## src/rtl/pingpong_wr_ctrl.sv

```systemverilog
// Byte-stream writer for one half of a ping-pong RAM. It fills the bank given by
// ram_adj, then requests a bank swap and reports the filled bank to the program engine.
module pingpong_wr_ctrl #(
  parameter int DATA_W     = 8,
  parameter int ADDR_W     = 11,
  parameter int PAGE_BYTES = 2048,
  parameter int TIMEOUT    = 1024
) (
  input  logic              clk,
  input  logic              rst_n,
  input  logic [DATA_W-1:0] din,
  input  logic              din_valid,
  output logic              din_ready,
  input  logic              ram_adj,
  input  logic              ram_change,
  output logic              change_ram,
  output logic              wr_en,
  output logic [ADDR_W:0]   wr_addr,
  output logic [DATA_W-1:0] wr_data,
  output logic              page_done,
  output logic              done_bank,
  output logic              swap_err
);

  localparam int TW = (TIMEOUT > 1) ? $clog2(TIMEOUT) : 1;
  localparam logic [ADDR_W-1:0] WLAST = ADDR_W'(PAGE_BYTES - 1);
  localparam logic [ADDR_W-1:0] WONE  = 1;
  localparam logic [TW-1:0]     TLAST = TW'(TIMEOUT - 1);
  localparam logic [TW-1:0]     TONE  = 1;

  typedef enum logic {FILL, REQ} state_t;

  state_t              state_q, state_d;
  logic [ADDR_W-1:0]   wcnt_q, wcnt_d;
  logic [TW-1:0]       tcnt_q, tcnt_d;
  logic                cur_bank_q, cur_bank_d;
  logic                wr_en_q, wr_en_d;
  logic [ADDR_W:0]     wr_addr_q, wr_addr_d;
  logic [DATA_W-1:0]   wr_data_q, wr_data_d;
  logic                chg_q, chg_d;
  logic                pd_q, pd_d;
  logic                db_q, db_d;
  logic                err_q, err_d;

  always_ff @(posedge clk or negedge rst_n) begin
    if (!rst_n) begin
      state_q    <= FILL;
      wcnt_q     <= '0;
      tcnt_q     <= '0;
      cur_bank_q <= 1'b0;
      wr_en_q    <= 1'b0;
      wr_addr_q  <= '0;
      wr_data_q  <= '0;
      chg_q      <= 1'b0;
      pd_q       <= 1'b0;
      db_q       <= 1'b0;
      err_q      <= 1'b0;
    end else begin
      state_q    <= state_d;
      wcnt_q     <= wcnt_d;
      tcnt_q     <= tcnt_d;
      cur_bank_q <= cur_bank_d;
      wr_en_q    <= wr_en_d;
      wr_addr_q  <= wr_addr_d;
      wr_data_q  <= wr_data_d;
      chg_q      <= chg_d;
      pd_q       <= pd_d;
      db_q       <= db_d;
      err_q      <= err_d;
    end
  end

  always_comb begin
    state_d    = state_q;
    wcnt_d     = wcnt_q;
    tcnt_d     = tcnt_q;
    cur_bank_d = cur_bank_q;
    wr_en_d    = 1'b0;
    wr_addr_d  = wr_addr_q;
    wr_data_d  = wr_data_q;
    chg_d      = chg_q;
    pd_d       = 1'b0;
    db_d       = db_q;
    err_d      = err_q;
    case (state_q)
      FILL: begin
        // ram_change is deliberately ignored here (e.g. the switcher's post-reset pulse)
        if (din_valid) begin
          wr_en_d   = 1'b1;
          wr_data_d = din;
          wr_addr_d = {cur_bank_q, wcnt_q};
          if (wcnt_q == WLAST) begin
            wcnt_d  = '0;
            chg_d   = 1'b1;
            tcnt_d  = '0;
            state_d = REQ;
          end else begin
            wcnt_d = wcnt_q + WONE;
          end
        end
      end
      REQ: begin
        if (ram_change) begin
          chg_d      = 1'b0;
          pd_d       = 1'b1;
          db_d       = cur_bank_q;
          cur_bank_d = ram_adj;
          state_d    = FILL;
        end else if (tcnt_q == TLAST) begin
          // saturate so the request keeps being held without wrapping the counter
          err_d = 1'b1;
        end else begin
          tcnt_d = tcnt_q + TONE;
        end
      end
      default: state_d = FILL;
    endcase
  end

  assign din_ready  = (state_q == FILL);
  assign change_ram = chg_q;
  assign wr_en      = wr_en_q;
  assign wr_addr    = wr_addr_q;
  assign wr_data    = wr_data_q;
  assign page_done  = pd_q;
  assign done_bank  = db_q;
  assign swap_err   = err_q;

endmodule

```

## config.mk

```make
export PLATFORM = sky130hd
export DESIGN_NAME = pingpong_wr_ctrl
export DESIGN_NICKNAME = d
export VERILOG_FILES = /design/src/rtl/pingpong_wr_ctrl.sv
export SDC_FILE = /design/constraint.sdc
export NUM_CORES = 1
export LEC_CHECK = 0
export ABC_AREA = 1
export CORE_MARGIN = 3
export CORE_UTILIZATION = 30
export CTS_BUF_LIST = sky130_fd_sc_hd__clkbuf_16
export CTS_CLUSTER_DIAMETER = 150
export DETAILED_ROUTE_END_ITERATION = 8
export SYNTH_ARGS = -nofsm -noshare
export SYNTH_HDL_FRONTEND = slang
export SYNTH_SLANG_ARGS = --single-unit
```

## constraint.sdc

```tcl
create_clock -name clk -period 2.9 [get_ports clk]
set_clock_uncertainty 0.05 [all_clocks]
set_input_delay 0.58 -clock clk [delete_from_list [all_inputs] [get_ports clk]]
set_output_delay 0.58 -clock clk [all_outputs]
set_load 0.02 [all_outputs]
```

---- After elaboration in Yosys (flattened, before gate mapping) ----
Cells that the tools add are included.
cells by class
  multipliers ............................. 0
  muxes and demuxes ....................... 18
  magnitude comparators ................... 0
  bitwise operators ....................... 2
  shift operators ......................... 0
  div/mod/pow operators ................... 0
  equal/unequal tests ..................... 7
  reduce and logical (&&, ||, !) cells .... 5
  $add $sub $neg .......................... 2
operators by type and width
  cell                     count
  $mux W10                 4
  $pmux W10 S2             1
  $add A11 B1 Y11 const B  1
  $eq A11 B11 Y1 const B   1
  $mux W11                 1
  $add A10 B1 Y10 const B  1
  $eq A10 B10 Y1 const B   1
  $mux W1                  10
  $ne A2 B2 Y1 const B     4
  $reduce_and A3 Y1        2
  $pmux W1 S2              2
  $reduce_and A2 Y1        2
  $reduce_and A4 Y1        1
  $ne A2 B1 Y1 const B     1
  $not A1 Y1               2
word-level totals
  memories ................................ 0
  flip-flop bits (word level) ............. 48
  bits in latches ......................... 0
  RAM bits ................................ 0
  output and inout port bits .............. 26
  logic and storage cells ................. 45
  ROM bits ................................ 0

---- Logic depth before layout (Yosys ltp) ----
Gate-level depths: netlist (run 1).
  depth after elaboration ................. 4
  mapped depth ............................ 9
  mapped depth without buffers ............ 9

---- Least setup slack after synthesis (run 1) ----
Ideal clock, no wire load.
  kind .................................... register to register
  start ................................... register wcnt_q[0]
  end ..................................... register tcnt_q[2]
  data required time ...................... 2,734 ps
  stages on the path, launching flop included .. 8
  path buffers ............................ 1
  arrival time ............................ 1,233 ps
  clock period less this slack ............ 1,399 ps
  path slack .............................. 1,501 ps
  library setup time ...................... 116 ps
  cell sequence ........................... dfrtp_1 -> ha_1 -> nand3_1 -> inv_1 -> nand4_4 -> buf_6 -> nand3_2 -> nand2_1
between the ends
  cells in the longest elaborated chain, start to end .. 3
RTL lines
  item                         RTL line  RTL
  from (decl)                  34        logic [ADDR_W-1:0] wcnt_q, wcnt_d;
  from (signal assigned)       60        wcnt_q <= wcnt_d;
  $eq A11 B11 Y1               92        if (wcnt_q == WLAST) begin
  $ne A2 B1 Y1 (no line)       n/a
  $reduce_and A4 Y1 (no line)  n/a
  to (signal assigned)         61        tcnt_q <= tcnt_d;
  to (decl)                    35        logic [TW-1:0] tcnt_q, tcnt_d;
No other way between the ends.
A chain may end at the register's enable or synchronous reset.

---- Final worst setup path (run 1) ----
  start ................................... register state_q
  end ..................................... output din_ready
between the ends
  cells in the longest elaborated chain, start to end .. 1
RTL lines
  item                    RTL line  RTL
  from (decl)             33        state_t state_q, state_d;
  from (signal assigned)  59        state_q <= state_d;
  $not A1 Y1 (no line)    n/a
  to (decl)               13        output logic din_ready,
No other way between the ends.

==> run_results.csv, run 1 <==
group,metric,value,unit
grt,grt_first_pass_wirelength,8470,µm
cts,cts.htree.levels,2,
detailed_routing,drtPass1Iterations,4,
cts,hold_buffers,0,
synth,synth-compound-area-share,7.20,%
cts,cts-root-buf,"clkbuf_16",
cts,clock_latency,280,ps
timing,fin_crit_sh,79.0,%
synth,avgSynthCellArea,9.05,µm²
placement,placedCellCount,395,
worst_setup_path,crit_type,"flip-flop to primary output",
placement,pre_cts_ws,687,ps
synth,ys_top_cells_by_area,"dfrtp_1 50%, nand2_1 14%, nand3_2 4.6%",
placement,dp_hpwl,3520,µm
cts,numClockSinks,48,
synth,synth-xor-area-share,1.10,%
grt,grt_max_degree,25,
synth,synth_edf_count,0,
finish,area_growth,25.2,%
synth,ys.flop_type,"dfrtp_1",
synth,synth-seq-area-share,50.4,%
placement,portBuffers,38,
synth,synth_fa_ha_area_share,1.05,%
detailed_routing,wl,4750,µm
synth,yosys.area.top_type,"dfrtp_1",
cts,cts_tree,"built",
timing,fmax,437,MHz
power_and_ir_drop,total_power,2.20,mW
worst_setup_path,critPathMaxFanout,10,
timing,setup_viol,0,
detailed_routing,wire_per_inst,11.8,µm
power_and_ir_drop,cellLeakagePower,1.44,nW
die,fp.dieArea,0.00904,mm²
min_path,min_path_type,"primary input to asynchronous set/reset pin",
power_and_ir_drop,p_per_area,738,mW/mm²
grt,grt_pass1_vias,1806,
grt,grtUsageTotal,11.9,%
timing,period_minus_slack,2290,ps
synth,synth_top_family_by_area,"simple AND/OR/NAND/NOR gates",
finish,n_antenna_cell,0,
cts,clk_pin_slew,60,ps
die,die_w,95.1,µm
cts,cts_max_path_buffers,2,
detailed_routing,vias_per_cell,4.43,
finish,layout.cells.non_filler,403,
timing,max_slew_margin,63.8,%
cts,cts_setup_buffers,0,
synth,synth_top_cell_area_share,50.4,%
worst_setup_path,startpoint_type,"flip-flop",
timing,worst_slack,610,ps
synth,syn_inst,263,
die,initial_core_util,31.8,%
synth,yosysWarningCount,0,
power_and_ir_drop,ir_drop,0.320,mV
detailed_routing,drt.antenna.violating_nets,0,
timing,rsz0062_at_grt,"no",
cts,cts_buffers,5,
die,die_y,95.1,µm
placement,gp_congestion,0.766,
worst_setup_path,critPathArrivalTime,1660,ps
timing,holdWs,216,ps
die,ios,39,
finish,drive_gt1_share,13.2,%
synth,ys_async_sr_fraction,100,%
timing,hold_viol,0,
timing,slew_violations,0,
cts,cts_resized,0,
timing,setup_tns,0,ps
finish,finalNetCount,318,
grt,overflow,0,
job,max-cap-violations,0,
die,std_cell_rows,31,
die,core,0.00749,mm²
grt,antenna_found_initial,0,
synth,synth_fp_nets,278,
worst_setup_path,required,2270,ps
detailed_routing,drt_iter0_drc,60,
synth,synth_area,0.00238,mm²
synth,yosysMostFrequentCell,"nand2_1",
synth,synth_cell_types,36,
synth,synthSimpleGateAreaFrac,31.4,%
detailed_routing,drc,0,
timing,worst_slew_pin_slew,543,ps
synth,synth_mux_area_share,0.473,%
outcome,outcome,"complete, no violations",
synth,ys_top_cells_by_count,"86 x nand2_1, 48 x dfrtp_1, 25 x inv_1",
detailed_routing,vias,1786,
worst_setup_path,crit_path_end_kind,"primary output",
synth,ys_ff_latch,48,
final cells by class:
class / count / area, µm²
fillers: 773 / 4500
flip-flops and latches: 48 / 1200
multi-input cells: 180 / 981
repair buffers: 41 / 398
clock buffers: 5 / 125
well taps: 99 / 124
inverters: 27 / 114
clock inverters: 3 / 38.8
critical path, cell delays in order (launching register included):
cell and delay, ps:
dfrtp_1 580, inv_8 180, clkdlybuf4s50_1 610
routing by layer:
layer | vias to the layer above | wire, µm | GRT usage (%)
li1 | 915 | - | -
met1 | 839 | 2160 | 15.5
met2 | 26 | 2360 | 19.5
met3 | 6 | 171 | 3.00
met4 | 0 | 60 | 3.61
met5 | - | 0 | 0
cells in the final DEF (no fill, tap or decap), drive strengths merged:
cell,synthesis,final
a21boi,1,1
a21oi,8,8
a22oi,1,1
and3,1,1
buf,7,4
bufinv,0,1
clkbuf,1,5
clkdlybuf4s50,0,37
clkinv,0,1
dfrtp,48,48
ha,2,2
inv,27,28
mux2,1,1
nand2,91,91
nand3,20,20
nand3b,1,1
nand4,3,3
nor2,25,25
nor3,2,2
o21a,1,1
o21ai,18,18
o21bai,1,1
o31ai,1,1
xor2,3,3
sequential cells by signal (all words and copies together) (netlist names):
| register | flops |
|---|---|
| wr_addr | 12 |
| tcnt_q | 10 |
| change_ram | 1 |
| state_q | 1 |
| cur_bank_q | 1 |
| done_bank | 1 |
| swap_err | 1 |
| wr_en | 1 |
| wr_data | 8 |
| page_done | 1 |
| wcnt_q | 11 |
through the flow:
stage | area, µm² | utilization (%)
final | 2980 | 39.8
after CTS | 2980 | 39.8
after floorplan | 2380 | -
after global routing | 2980 | 39.8
after detailed placement | 2820 | 37.6
after global placement | 2820 | 37.6
cell families (layout without fill, tap and decap cells):
| family | count (synthesis) | count (layout) |
|---|---|---|
| muxes | 1 | 1 |
| and+or+nand+nor | 143 | 143 |
| adders and majority gates | 2 | 2 |
| xor gates and xnor gates | 3 | 3 |
| AOI/OAI and AO/OA | 31 | 31 |
| buffers and inverters | 35 | 76 |
| DFF | 48 | 48 |
worst paths after layout:
check | start | to | slack (ps) | depth (start not counted)
worst max-delay path | state_q | din_ready | 610 | 2
worst min-delay path | rst_n | tcnt_q[5] | 220 | 1
worst max register to register | state_q | tcnt_q[5] | 1100 | 7
worst min register to register | swap_err | swap_err | 420 | 2
max in group asynchronous | rst_n | wr_addr[3] | 1990 | 2
min in group clk | swap_err | swap_err | 420 | 2
power breakdown:
part	total (mW)	switching [mW]	internal (mW)
clock	0.646	0.244	0.402
combinational	0.615	0.352	0.263
sequential	0.939	0.116	0.823
total	2.20	0.712	1.49
Power figures use the tool's default switching activity.
==> run 2, diff against run 1 <==
==> constraint.sdc (replaced) <==
create_clock -name clk -period 1.9 [get_ports clk]
set_clock_uncertainty 0.05 [all_clocks]
set_input_delay 0.38 -clock clk [delete_from_list [all_inputs] [get_ports clk]]
set_output_delay 0.38 -clock clk [all_outputs]
set_load 0.02 [all_outputs]
==> run 2 against run 1 <==
  * Routed wire length is 1.8% higher
  * Non-clock buffer count is 5 higher
  * Die area stayed put
  * Sequential cell count stayed put
  * Combinational power is 57% higher
  * Critical path type unchanged
  * Largest cell class unchanged
==> run_results.csv, run 2 (same netlist as run 1, synthesis figures left out) <==
group,metric,value,unit
outcome,outcome,"complete, no violations",
grt,grt_first_pass_wirelength,8270,µm
worst_setup_path,crit_chain,"clkdlybuf4s50_1",
power_and_ir_drop,pwr-share-seq,41.7,%
cts,numClockSinks,48,
grt,grtUsageTotal,11.8,%
min_path,min_to,"swap_err",
placement,portBuffers,38,
finish,finalNetCount,323,
finish,drive_gt1_share,14.6,%
timing,rsz0062_at_grt,"no",
finish,fillers,751,
detailed_routing,wire_per_inst,11.9,µm
detailed_routing,drtPass1Iterations,4,
detailed_routing,drc,0,
timing,setup_tns,0,ps
finish,final_cell_mix,"86 x nand2_1, 48 x dfrtp_1, 36 x clkdlybuf4s50_1",
finish,final_common_cell,"nand2_1",
worst_setup_path,crit_path_max_incr_delay,610,ps
grt,overflow,0,
placement,dp_hpwl,3550,µm
worst_setup_path,crit_family,"buffers and inverters",
grt,grt_max_degree,33,
worst_setup_path,crit_type,"flip-flop to primary output",
power_and_ir_drop,p_clk_share,30.0,%
cts,clk_pin_slew,70,ps
timing,slew_violations,0,
power_and_ir_drop,ir_drop,0.473,mV
cts,cts.htree.levels,2,
die,die_y,95.1,µm
placement,gp_congestion,0.888,
finish,area_growth,27.9,%
worst_setup_path,startpoint_type,"flip-flop",
min_path,min_path_type,"flip-flop to flip-flop",
power_and_ir_drop,p_int,2.30,mW
timing,hold_viol,0,
grt,grt_pass1_vias,1710,
worst_setup_path,critPathArrivalTime,1270,ps
timing,setup_viol,0,
min_path,min_from,"swap_err",
min_path,holdPathStages,2,
worst_setup_path,r2r_cells,7,
finish,regArea,0.00120,mm²
detailed_routing,drt.antenna.violating_nets,0,
worst_setup_path,r2r_setup_slack,280,ps
detailed_routing,wl,4840,µm
timing,worst_slew_pin_slew,426,ps
power_and_ir_drop,comb_power_share,28.2,%
timing,fmax,590,MHz
worst_setup_path,cpMaxStageDelayCell,"clkdlybuf4s50_1",
die,std_cell_rows,31,
worst_setup_path,cp_num_cells,1,
worst_setup_path,reg2reg_from,"wcnt_q[0]",
worst_setup_path,r2r_end,"tcnt_q[6]",
detailed_routing,vias,1813,
die,initial_core_util,31.8,%
placement,placedCellCount,399,
finish,layout.cells.non_filler,408,
die,die_w,95.1,µm
cts,clock_latency,290,ps
finish,n_antenna_cell,0,
finish,multi_input_area,981,µm²
worst_setup_path,critPathMaxFanout,2,
power_and_ir_drop,p_per_area,1120,mW/mm²
power_and_ir_drop,swShare,32.8,%
die,fp.dieArea,0.00904,mm²
die,ios,39,
timing,period_minus_slack,1700,ps
worst_setup_path,crit_path_end_kind,"primary output",
finish,post-route-util,40.7,%
worst_setup_path,path_buf_inv,1,
detailed_routing,drt_iter0_drc,91,
finish,largest_reg_flops,12,
worst_setup_path,required,1470,ps
cts,cts-root-buf,"clkbuf_16",
detailed_routing,vias_per_cell,4.44,
cts,cts_max_path_buffers,2,
grt,antenna_found_initial,0,
cts,cts_tree,"built",
power_and_ir_drop,p_switching,1.12,mW
timing,max_slew_margin,71.6,%
job,max-cap-violations,0,
die,core,0.00749,mm²
cts,cts_setup_buffers,0,
cts,cts_buffers,5,
power_and_ir_drop,cellLeakagePower,1.46,nW
timing,fin_crit_sh,89.3,%
==> run 2: area by class of cell <==
class / instances / area share (%)
Clock inverter: 3 / 1.52
Clock buffer: 5 / 4.11
Multi-Input combinational cell: 180 / 32.2
Sequential cell: 48 / 39.5
Inverter: 27 / 3.74
Timing Repair Buffer: 46 / 14.9
Tap cell: 99 / 4.07
==> run 2: power groups by stage <==
stage / combinational, mW / sequential, mW / clock [mW]
floorplan: 0.439 / 1.56 / 0
global placement: 0.969 / 1.44 / 0
detailed placement: 0.981 / 1.45 / 0
CTS: 0.986 / 1.43 / 1.06
global route: 1.07 / 1.46 / 1.10
finish: 0.964 / 1.43 / 1.03
==> run 2: routing by layer <==
layer | part of all wire (%) | wire, µm | global-route usage [%]
met3 | 3.1 | 150 | 2.68
met2 | 48 | 2310 | 18.8
met1 | 48 | 2310 | 15.6
met4 | 1.5 | 72 | 4.33
met5 | 0 | 0 | 0
==> run 2: repair_timing <==
action	CTS	global route
gates resized for setup	0	1
endpoints found under the setup margin	0	1
endpoints found under the hold margin	16	0
hold buffers	1	0
==> run 2: how the worst max path moves through the flow <==
stage	slack (ps)	endpoint	start
floorplan	500	tcnt_q[2]	wcnt_q[0]
global placement	100	tcnt_q[9]	din_valid
detailed placement	50	tcnt_q[6]	din_valid
CTS	5	din_ready	state_q
global route	130	tcnt_q[3]	wcnt_q[0]
finish	200	wr_addr[10]	wr_addr[10]
==> run 2: metrics by stage <==
| stage | power, mW | hold slack (ps) | instance area (µm²) | worst slack [ps] |
|---|---|---|---|---|
| after floorplan | 2.00 | 34.4 | 2380 | 501 |
| after global placement | 2.41 | 298 | 2860 | 95.2 |
| after detailed placement | 2.43 | 294 | 2860 | 46.7 |
| after CTS | 3.47 | 425 | 3040 | 4.90 |
| after global routing | 3.63 | 447 | 3040 | 132 |
| final | 3.42 | 418 | 3040 | 204 |
==> run 3, diff against run 2 <==
--- a/config.mk
+++ b/config.mk
@@ -6,11 +6,14 @@
 export NUM_CORES = 1
 export LEC_CHECK = 0
 export ABC_AREA = 1
+export CELL_PAD_IN_SITES_DETAIL_PLACEMENT = 0
+export CELL_PAD_IN_SITES_GLOBAL_PLACEMENT = 1
 export CORE_MARGIN = 3
 export CORE_UTILIZATION = 30
 export CTS_BUF_LIST = sky130_fd_sc_hd__clkbuf_16
 export CTS_CLUSTER_DIAMETER = 150
 export DETAILED_ROUTE_END_ITERATION = 8
+export PLACE_DENSITY_LB_ADDON = 0.1
 export SYNTH_ARGS = -nofsm -noshare
 export SYNTH_HDL_FRONTEND = slang
 export SYNTH_SLANG_ARGS = --single-unit
==> constraint.sdc (replaced) <==
create_clock -name clk -period 2 [get_ports clk]
set_clock_uncertainty 0.05 [all_clocks]
set_input_delay 0.4 -clock clk [delete_from_list [all_inputs] [get_ports clk]]
set_output_delay 0.4 -clock clk [all_outputs]
set_load 0.02 [all_outputs]
==> run 3 against run 2 <==
  * Clock power is 24% lower
  * Design area down 1.1%
  * Power shrank 10%
  * Critical path type unchanged
  * Critical endpoint is now din_ready
==> run_results.csv, run 3 (same netlist as run 1, synthesis figures left out) <==
group,metric,value,unit
outcome,outcome,"complete, no violations",
cts,clk_pin_slew,60,ps
worst_setup_path,critPathMaxFanout,7,
power_and_ir_drop,p_per_area,1020,mW/mm²
cts,cts-root-buf,"clkbuf_16",
cts,numClockSinks,48,
detailed_routing,wl,5130,µm
cts,cts_max_path_buffers,2,
cts,cts.htree.levels,2,
worst_setup_path,crit_path_max_incr_delay,610,ps
die,die_w,95.1,µm
finish,post-route-util,40.2,%
placement,portBuffers,38,
timing,worst_slack,109,ps
grt,antenna_found_initial,0,
power_and_ir_drop,total_power,3.07,mW
worst_setup_path,crit_path_end_kind,"primary output",
grt,grtUsageTotal,12.7,%
grt,grt_first_pass_wirelength,8880,µm
worst_setup_path,crit_family,"buffers and inverters",
finish,drive_gt1_share,14.2,%
timing,max_slew_margin,64.1,%
job,max-cap-violations,0,
worst_setup_path,required,1550,ps
grt,grt_max_degree,23,
cts,cts_tree,"built",
timing,hold_viol,0,
die,fp.dieArea,0.00904,mm²
placement,placedCellCount,401,
timing,fmax,529,MHz
grt,grt_pass1_vias,1741,
cts,cts_resized,0,
die,ios,39,
timing,fin_crit_sh,94.5,%
min_path,min_path_type,"primary input to asynchronous set/reset pin",
timing,period_minus_slack,1890,ps
cts,clock_latency,280,ps
timing,setup_viol,0,
worst_setup_path,path_buf_inv,2,
power_and_ir_drop,ir_drop,0.454,mV
timing,slew_violations,0,
placement,pre_cts_ws,118,ps
placement,dp_hpwl,3670,µm
timing,worst_slew_pin_slew,538,ps
detailed_routing,vias_per_cell,4.42,
die,initial_core_util,31.8,%
worst_setup_path,crit_type,"flip-flop to primary output",
finish,fillers,761,
worst_setup_path,crit_chain,"inv_8, clkdlybuf4s50_1",
detailed_routing,drt_iter0_drc,90,
cts,cts_buffers,5,
finish,final_common_cell,"nand2_1",
detailed_routing,drc,0,
timing,rsz0062_at_grt,"no",
finish,n_antenna_cell,0,
die,core,0.00749,mm²
die,std_cell_rows,31,
detailed_routing,drtPass1Iterations,4,
cts,hold_buffers,0,
worst_setup_path,critPathArrivalTime,1440,ps
timing,setup_tns,0,ps
finish,layout.cells.non_filler,409,
detailed_routing,wire_per_inst,12.5,µm
finish,largest_reg_flops,12,
grt,overflow,0,
finish,final_cell_mix,"86 x nand2_1, 48 x dfrtp_1, 37 x clkdlybuf4s50_1",
die,die_y,95.1,µm
placement,gp_congestion,0.766,
finish,finalNetCount,324,
worst_setup_path,startpoint_type,"flip-flop",
power_and_ir_drop,cellLeakagePower,1.46,nW
cts,cts_setup_buffers,0,
detailed_routing,vias,1806,
detailed_routing,drt.antenna.violating_nets,0,
finish,area_growth,26.5,%
worst_setup_path,cpMaxStageDelayCell,"clkdlybuf4s50_1",
## run 3: per-layer routing
metal	vias up	part of all wire [%]	GRT usage, %
met4	0	1.3	5.05
met5	-	0	0
li1	926	-	-
met3	4	3.7	2.84
met1	850	53	19.6
met2	26	42	16.9
## run 3: area by class of cell
cell class                      count  area (µm²)  share of cell area, %
Multi-Input combinational cell    180         981                   32.6
Inverter                           27         114                   3.78
Sequential cell                    48        1200                   39.9
Clock inverter                      3        11.3                  0.374
Tap cell                           99         124                   4.11
Clock buffer                        5         125                   4.15
Timing Repair Buffer               47         455                   15.1
## run 3: where the power goes
part / leakage, nW / switching [mW] / internal (mW)
registers: 0.586 / 0.178 / 1.19
clock network: 0.0738 / 0.333 / 0.450
logic: 0.800 / 0.524 / 0.393
## run 3: final timing paths
path / depth (start not counted) / start / slack [ps] / to
worst min register to register: 2 / swap_err / 430 / swap_err
worst max-delay path: 2 / state_q / 110 / din_ready
max in group asynchronous: 2 / rst_n / 1340 / wr_addr[11]
worst max register to register: 8 / tcnt_q[0] / 360 / tcnt_q[9]
worst min-delay path: 1 / rst_n / 50 / wr_data[6]
min in group clk: 2 / swap_err / 430 / swap_err
## run 3: through the flow
step / hold WS [ps] / cell area (µm²)
CTS: 61.2 / 3010
finish: 48.6 / 3010
global route: 86.5 / 3010
floorplan: 54.4 / 2380
detailed placement: 366 / 2880
global placement: 366 / 2880
